`config.mk`:
```
export PLATFORM = sky130hd
export DESIGN_NAME = hd44780_refresh_sequencer_flat
export DESIGN_NICKNAME = d
export VERILOG_FILES = /design/src/rtl/hd44780_refresh_sequencer_if.sv /design/src/rtl/hd44780_refresh_sequencer.sv /design/src/flat_wrapper.sv
export SDC_FILE = /design/constraint.sdc
export NUM_CORES = 1
export LEC_CHECK = 0
export CORE_MARGIN = 2
export CORE_UTILIZATION = 55
export DETAILED_ROUTE_END_ITERATION = 6
export GPL_TIMING_DRIVEN = 0
export PLACE_DENSITY_LB_ADDON = 0.25
export SLEW_MARGIN = 10
export SYNTH_ARGS = -nofsm -noshare
export SYNTH_HDL_FRONTEND = slang
export SYNTH_SLANG_ARGS = --single-unit
```
`constraint.sdc`:
```
create_clock -name i_clk -period 3.75 [get_ports i_clk]
set_clock_uncertainty 0.05 [all_clocks]
set_input_delay 0.75 -clock i_clk [delete_from_list [all_inputs] [get_ports i_clk]]
set_output_delay 0.75 -clock i_clk [all_outputs]
set_load 0.01 [all_outputs]
```
`src/rtl/hd44780_refresh_sequencer_if.sv`:
```
// Byte-level bus between the refresh sequencer and the HD44780 bus writer.
// The sequencer offers one byte at a time with valid; the writer takes it with ready.
interface hd44780_refresh_sequencer_if;
   logic       lcdValid;
   logic       lcdRs;
   logic [7:0] lcdData;
   logic       lcdReady;

   modport master (
      output lcdValid,
      output lcdRs,
      output lcdData,
      input  lcdReady
   );

   modport slave (
      input  lcdValid,
      input  lcdRs,
      input  lcdData,
      output lcdReady
   );
endinterface

```
`src/rtl/hd44780_refresh_sequencer.sv`:
```
// HD44780 refresh sequencer: runs the power-up init command list once, then on
// each refresh request streams a 2x16 frame (two DDRAM address commands plus
// 32 characters) to the byte-level LCD writer.
module hd44780_refresh_sequencer #(
   parameter int PWRUP_CYCLES = 2_000_000,
   parameter int CLEAR_CYCLES = 100_000
) (
   input  logic                          i_clk,
   input  logic                          i_rst,
   input  logic                          i_update_pulse,
   output logic                          o_update_ack,
   output logic [4:0]                    o_char_addr,
   input  logic [7:0]                    i_char_data,
   hd44780_refresh_sequencer_if.master   lcd,
   output logic                          o_init_done,
   output logic                          o_busy
);

   localparam int MAX_CYCLES   = (PWRUP_CYCLES > CLEAR_CYCLES) ? PWRUP_CYCLES : CLEAR_CYCLES;
   localparam int CNT_W        = (MAX_CYCLES < 1) ? 1 : $clog2(MAX_CYCLES + 1);
   localparam int PWRUP_LAST_I = (PWRUP_CYCLES > 0) ? PWRUP_CYCLES - 1 : 0;
   localparam int CLEAR_LAST_I = (CLEAR_CYCLES > 0) ? CLEAR_CYCLES - 1 : 0;
   localparam logic [CNT_W-1:0] PWRUP_LAST = CNT_W'(PWRUP_LAST_I);
   localparam logic [CNT_W-1:0] CLEAR_LAST = CNT_W'(CLEAR_LAST_I);

   typedef enum logic [2:0] {
      PWRUP,
      INIT,
      CLRWAIT,
      IDLE,
      ADDR,
      FETCH,
      SEND
   } state_t;

   state_t           state_q,    state_d;
   logic [CNT_W-1:0] cnt_q,      cnt_d;
   logic [1:0]       cmdIdx_q,   cmdIdx_d;
   logic [4:0]       idx_q,      idx_d;
   logic             valid_q,    valid_d;
   logic             rs_q,       rs_d;
   logic [7:0]       data_q,     data_d;
   logic             ack_q,      ack_d;
   logic             initDone_q, initDone_d;
   logic             xfer;

   // Init command list: 8-bit 2-line mode, display on, entry increment, clear.
   function automatic logic [7:0] initCmd(input logic [1:0] n);
      case (n)
         2'd0:    initCmd = 8'h38;
         2'd1:    initCmd = 8'h0C;
         2'd2:    initCmd = 8'h06;
         default: initCmd = 8'h01;
      endcase
   endfunction

   assign xfer = valid_q & lcd.lcdReady;

   // State and datapath registers; reset drops everything back to the power-up wait.
   always_ff @(posedge i_clk or posedge i_rst) begin
      if (i_rst) begin
         state_q    <= PWRUP;
         cnt_q      <= '0;
         cmdIdx_q   <= '0;
         idx_q      <= '0;
         valid_q    <= 1'b0;
         rs_q       <= 1'b0;
         data_q     <= 8'h00;
         ack_q      <= 1'b0;
         initDone_q <= 1'b0;
      end else begin
         state_q    <= state_d;
         cnt_q      <= cnt_d;
         cmdIdx_q   <= cmdIdx_d;
         idx_q      <= idx_d;
         valid_q    <= valid_d;
         rs_q       <= rs_d;
         data_q     <= data_d;
         ack_q      <= ack_d;
         initDone_q <= initDone_d;
      end
   end

   // Next-state logic; each byte-sending state raises valid once and drops it right after its transfer.
   always_comb begin
      state_d    = state_q;
      cnt_d      = cnt_q;
      cmdIdx_d   = cmdIdx_q;
      idx_d      = idx_q;
      valid_d    = valid_q;
      rs_d       = rs_q;
      data_d     = data_q;
      ack_d      = 1'b0;
      initDone_d = initDone_q;

      case (state_q)
         PWRUP: begin
            if ((PWRUP_CYCLES == 0) || (cnt_q == PWRUP_LAST)) begin
               state_d  = INIT;
               cnt_d    = '0;
               cmdIdx_d = 2'd0;
            end else begin
               cnt_d = cnt_q + CNT_W'(1);
            end
         end

         INIT: begin
            if (xfer) begin
               valid_d = 1'b0;
               if (cmdIdx_q == 2'd3) begin
                  cnt_d = '0;
                  if (CLEAR_CYCLES == 0) begin
                     initDone_d = 1'b1;
                     state_d    = IDLE;
                  end else begin
                     state_d = CLRWAIT;
                  end
               end else begin
                  cmdIdx_d = cmdIdx_q + 2'd1;
               end
            end else if (!valid_q) begin
               valid_d = 1'b1;
               rs_d    = 1'b0;
               data_d  = initCmd(cmdIdx_q);
            end
         end

         CLRWAIT: begin
            if (cnt_q == CLEAR_LAST) begin
               cnt_d      = '0;
               initDone_d = 1'b1;
               state_d    = IDLE;
            end else begin
               cnt_d = cnt_q + CNT_W'(1);
            end
         end

         IDLE: begin
            if (i_update_pulse) begin
               ack_d   = 1'b1;
               idx_d   = 5'd0;
               state_d = ADDR;
            end
         end

         ADDR: begin
            if (xfer) begin
               valid_d = 1'b0;
               state_d = FETCH;
            end else if (!valid_q) begin
               valid_d = 1'b1;
               rs_d    = 1'b0;
               data_d  = idx_q[4] ? 8'hC0 : 8'h80;
            end
         end

         FETCH: begin
            state_d = SEND;
         end

         SEND: begin
            if (xfer) begin
               valid_d = 1'b0;
               if (idx_q == 5'd31) begin
                  state_d = IDLE;
               end else if (idx_q == 5'd15) begin
                  idx_d   = 5'd16;
                  state_d = ADDR;
               end else begin
                  idx_d   = idx_q + 5'd1;
                  state_d = FETCH;
               end
            end else if (!valid_q) begin
               valid_d = 1'b1;
               rs_d    = 1'b1;
               data_d  = i_char_data;
            end
         end

         default: begin
            state_d = PWRUP;
         end
      endcase
   end

   assign lcd.lcdValid = valid_q;
   assign lcd.lcdRs    = rs_q;
   assign lcd.lcdData  = data_q;
   assign o_update_ack = ack_q;
   assign o_char_addr  = idx_q;
   assign o_init_done  = initDone_q;
   assign o_busy       = (state_q != IDLE);

endmodule

```
`src/flat_wrapper.sv`:
```
// flat-port wrapper written by rule: the top's interface ports become plain ports
module hd44780_refresh_sequencer_flat 
#(
   parameter int PWRUP_CYCLES = 2_000_000,
   parameter int CLEAR_CYCLES = 100_000
)
  (i_clk, i_rst, i_update_pulse, o_update_ack, o_char_addr, i_char_data, o_init_done, o_busy, lcd_lcdValid, lcd_lcdRs, lcd_lcdData, lcd_lcdReady);
  hd44780_refresh_sequencer_if lcd_i ();
  input  logic i_clk;
  input  logic i_rst;
  input  logic i_update_pulse;
  output logic o_update_ack;
  output logic [4:0] o_char_addr;
  input  logic [7:0] i_char_data;
  output logic o_init_done;
  output logic o_busy;
  output wire logic [$bits(lcd_i.lcdValid)-1:0] lcd_lcdValid;
  output wire logic [$bits(lcd_i.lcdRs)-1:0] lcd_lcdRs;
  output wire logic [$bits(lcd_i.lcdData)-1:0] lcd_lcdData;
  input wire logic [$bits(lcd_i.lcdReady)-1:0] lcd_lcdReady;
  assign lcd_lcdValid = lcd_i.lcdValid;
  assign lcd_lcdRs = lcd_i.lcdRs;
  assign lcd_lcdData = lcd_i.lcdData;
  assign lcd_i.lcdReady = lcd_lcdReady;
  hd44780_refresh_sequencer #(.PWRUP_CYCLES(PWRUP_CYCLES), .CLEAR_CYCLES(CLEAR_CYCLES)) u_core (.i_clk(i_clk), .i_rst(i_rst), .i_update_pulse(i_update_pulse), .o_update_ack(o_update_ack), .o_char_addr(o_char_addr), .i_char_data(i_char_data), .lcd(lcd_i), .o_init_done(o_init_done), .o_busy(o_busy));
endmodule
```
==> results.sh <==
export IMPL_setup_tns_ps=0
export IMPL_via_count=2060
export IMPL_clk_path_buf_depth=2
export IMPL_power_leakage_nw=1.246
export IMPL_portBuffers=29
export IMPL_layout_min_cycle_time_ps=2580
export IMPL_ys_flop_type="dfrtp_1"
export IMPL_postCtsHoldBufs=0
export IMPL_wl_per_cell_um=14.28
export IMPL_fillers=368
export IMPL_post_place_ws_ps=911.7
export IMPL_insertion_delay_ps=300
export IMPL_dieHeight_um=71.07
export IMPL_initial_core_util_pct=56.81
export IMPL_synth_top_cell_by_area="dfrtp_1"
export IMPL_synth_edf_count=0
export IMPL_synth_top_cells_by_count="dfrtp_1, nand2_1, nand3_1, o21ai_0, nor2_1"
export IMPL_die_w_um=71.07
export IMPL_postSynthAreaPerCell_um2=9.334
export IMPL_antenna_cells=0
export IMPL_power_density_nw_per_um2=612.4
export IMPL_grt_pass1_wl_um=9045
export IMPL_async_flop_share_pct=100.0
export IMPL_finalCritPeriodShare_pct=68.79
export IMPL_status="finished clean"
export IMPL_setup_violations=0
export IMPL_cts_tree="built"
export IMPL_grt_max_degree=39
export IMPL_worst_slack_ps=1170
export IMPL_ys_seq_area_share_pct=43.50
export IMPL_root_buffer="clkbuf_8"
export IMPL_drive_above_1_share_pct=10.89
export IMPL_yosysTopAreaCellShare_pct=43.50
export IMPL_hpwl_um=3709
export IMPL_hp_class="register to register"
export IMPL_slew_viol_final=0
export IMPL_cts_resized=0
export IMPL_ir_drop_uv=368.1
export IMPL_drc_errors=0
export IMPL_wirelength_um=5070
export IMPL_rows=24
export IMPL_antenna_left=0
export IMPL_start_kind="input port"
export IMPL_path_max_fanout=10
export IMPL_ys_warn_count=0
export IMPL_synthTopCellsByArea="dfrtp_1, ha_1, nand2_1"
export IMPL_cts_sinks=43
export IMPL_synth_seq_cells=43
export IMPL_io_pins=30
export IMPL_dieArea_um2=5050
export IMPL_drtIter0Drc=197
export IMPL_coreArea_um2=4354
export IMPL_cp_required_ps=3890
export IMPL_htreeDepth=2
export IMPL_path_clk_slew_ps=80
export IMPL_slew_headroom_pct=52.28
export IMPL_critPathKind="input port to register"
export IMPL_grt_total_usage_pct=22.27
export IMPL_netlist_instances=265
export IMPL_nets=322
export IMPL_worst_slew_pin_slew_ps=710.3
export IMPL_r2r_slack_ps=1400
export IMPL_synth_nets=285
export IMPL_synth_most_common_cell="dfrtp_1"
export IMPL_netlist_area_um2=2474
export IMPL_first_pass_iters=4
export IMPL_endpoint_kind="register"
export IMPL_grt_setup_unrepaired="false"
export IMPL_yosys_cell_types_count=50
export IMPL_cts_buffers=5
export IMPL_post_cts_buffers=0
export IMPL_antenna_found_initial=0
export IMPL_drv_cap=0
export IMPL_cp_arrival_ps=2720
export IMPL_via_per_inst=5.803
export IMPL_max_freq_mhz=387.6
export IMPL_gp_congestion=0.9163
export IMPL_grt_pass1_vias=1994
export IMPL_grt_overflow=0
export IMPL_area_growth_pct=18.61
export IMPL_hold_violations=0
report_power, final:
part | internal [mW] | leakage, nW | total (mW) | switching [mW]
Combinational | 0.366 | 0.637 | 0.828 | 0.461
Clock | 0.130 | 0.0412 | 0.292 | 0.161
Sequential | 0.574 | 0.568 | 0.677 | 0.103
Total | 1.07 | 1.25 | 1.80 | 0.726
cells by family (layout without fill, tap and decap cells):
| family | count (synthesis) | after routing | synth area share [%] |
|---|---|---|---|
| compound gates | 52 | 52 | 14.87 |
| xor+xnor | 13 | 13 | 4.603 |
| fa+ha+maj | 8 | 8 | 4.047 |
| buf+inv | 22 | 60 | 3.844 |
| flops | 43 | 43 | 43.50 |
| mux | 4 | 4 | 1.669 |
| simple gates | 123 | 123 | 27.47 |
area by class of cell:
cell class	instances	area (um^2)	area share [%]
Inverter	11	41.29	1.407
Clock inverter	2	12.51	0.4264
Sequential cell	43	1076	36.67
Buffer	11	53.80	1.834
Clock buffer	6	72.57	2.473
Timing Repair Buffer	30	310.3	10.58
Multi-Input combinational cell	200	1303	44.39
Tap cell	52	65.06	2.217
placed cells by master (no fill, tap or decap), types with 4 or more instances in the layout:
cell,synthesis,final
a21oi_1,5,5
a221o_1,4,4
and3_1,6,6
clkbuf_1,6,7
clkbuf_8,0,5
clkdlybuf4s50_1,0,29
dfrtp_1,43,43
ha_1,8,8
inv_1,11,10
nand2_1,26,26
nand2b_1,4,4
nand3_1,17,17
nand4_1,7,7
nor2_1,15,15
nor2_2,11,11
nor2b_1,6,6
nor3_1,8,8
nor3b_1,4,4
nor4_1,5,5
o21ai_0,17,17
xor2_1,11,11
worst max-delay path, stage by stage:
cell and delay, ps:
clkdlybuf4s50_1 520, nand4b_1 190, a21oi_1 540, buf_2 340, nand3_1 110, xor2_1 230, nor2_2 40
stage by stage:
stage	total power, mW	hold WS (ps)	utilization (%)	cells	instance area, um^2
final	1.797	436.2	67.39	355	2934
after CTS	1.808	442.2	67.39	355	2934
after global routing	1.941	482.6	67.39	355	2934
after floorplan	1.253	454.0	-	265	2474
after global placement	1.491	410.5	64.97	346	2829
after detailed placement	1.515	421.9	65.43	347	2849
worst paths after layout:
kind                                    startpoint                    end  cells past startpoint
worst min register to register    u_core.lcd.lcdRs       u_core.lcd.lcdRs                      2
worst min-delay path              u_core.lcd.lcdRs       u_core.lcd.lcdRs                      2
min in group asynchronous                    i_rst  u_core.lcd.lcdData[2]                      2
worst max-delay path                  lcd_lcdReady       u_core.cnt_q[20]                      7
max in group asynchronous                    i_rst       u_core.cnt_q[14]                      3
worst max register to register  u_core.cmdIdx_q[0]       u_core.cnt_q[20]                      7
metal layers:
| metal | wire [um] | GRT usage, % | up-vias |
|---|---|---|---|
| met1 | 2463 | 31.01 | 989 |
| li1 | - | - | 1027 |
| met3 | 168 | 4.843 | 6 |
| met2 | 2379 | 34.99 | 38 |
| met4 | 59 | 7.128 | 0 |
| met5 | 0 | 0 | - |
registers in the layout (all words and copies together) (netlist names):
register / count
u_core.cnt_q: 21
u_core.lcd.lcdData: 8
u_core.o_char_addr: 5
u_core.state_q: 3
u_core.cmdIdx_q: 2
u_core.lcd.lcdRs: 1
u_core.lcd.lcdValid: 1
u_core.o_init_done: 1
u_core.o_update_ack: 1
Power figures use the tool's default switching activity.
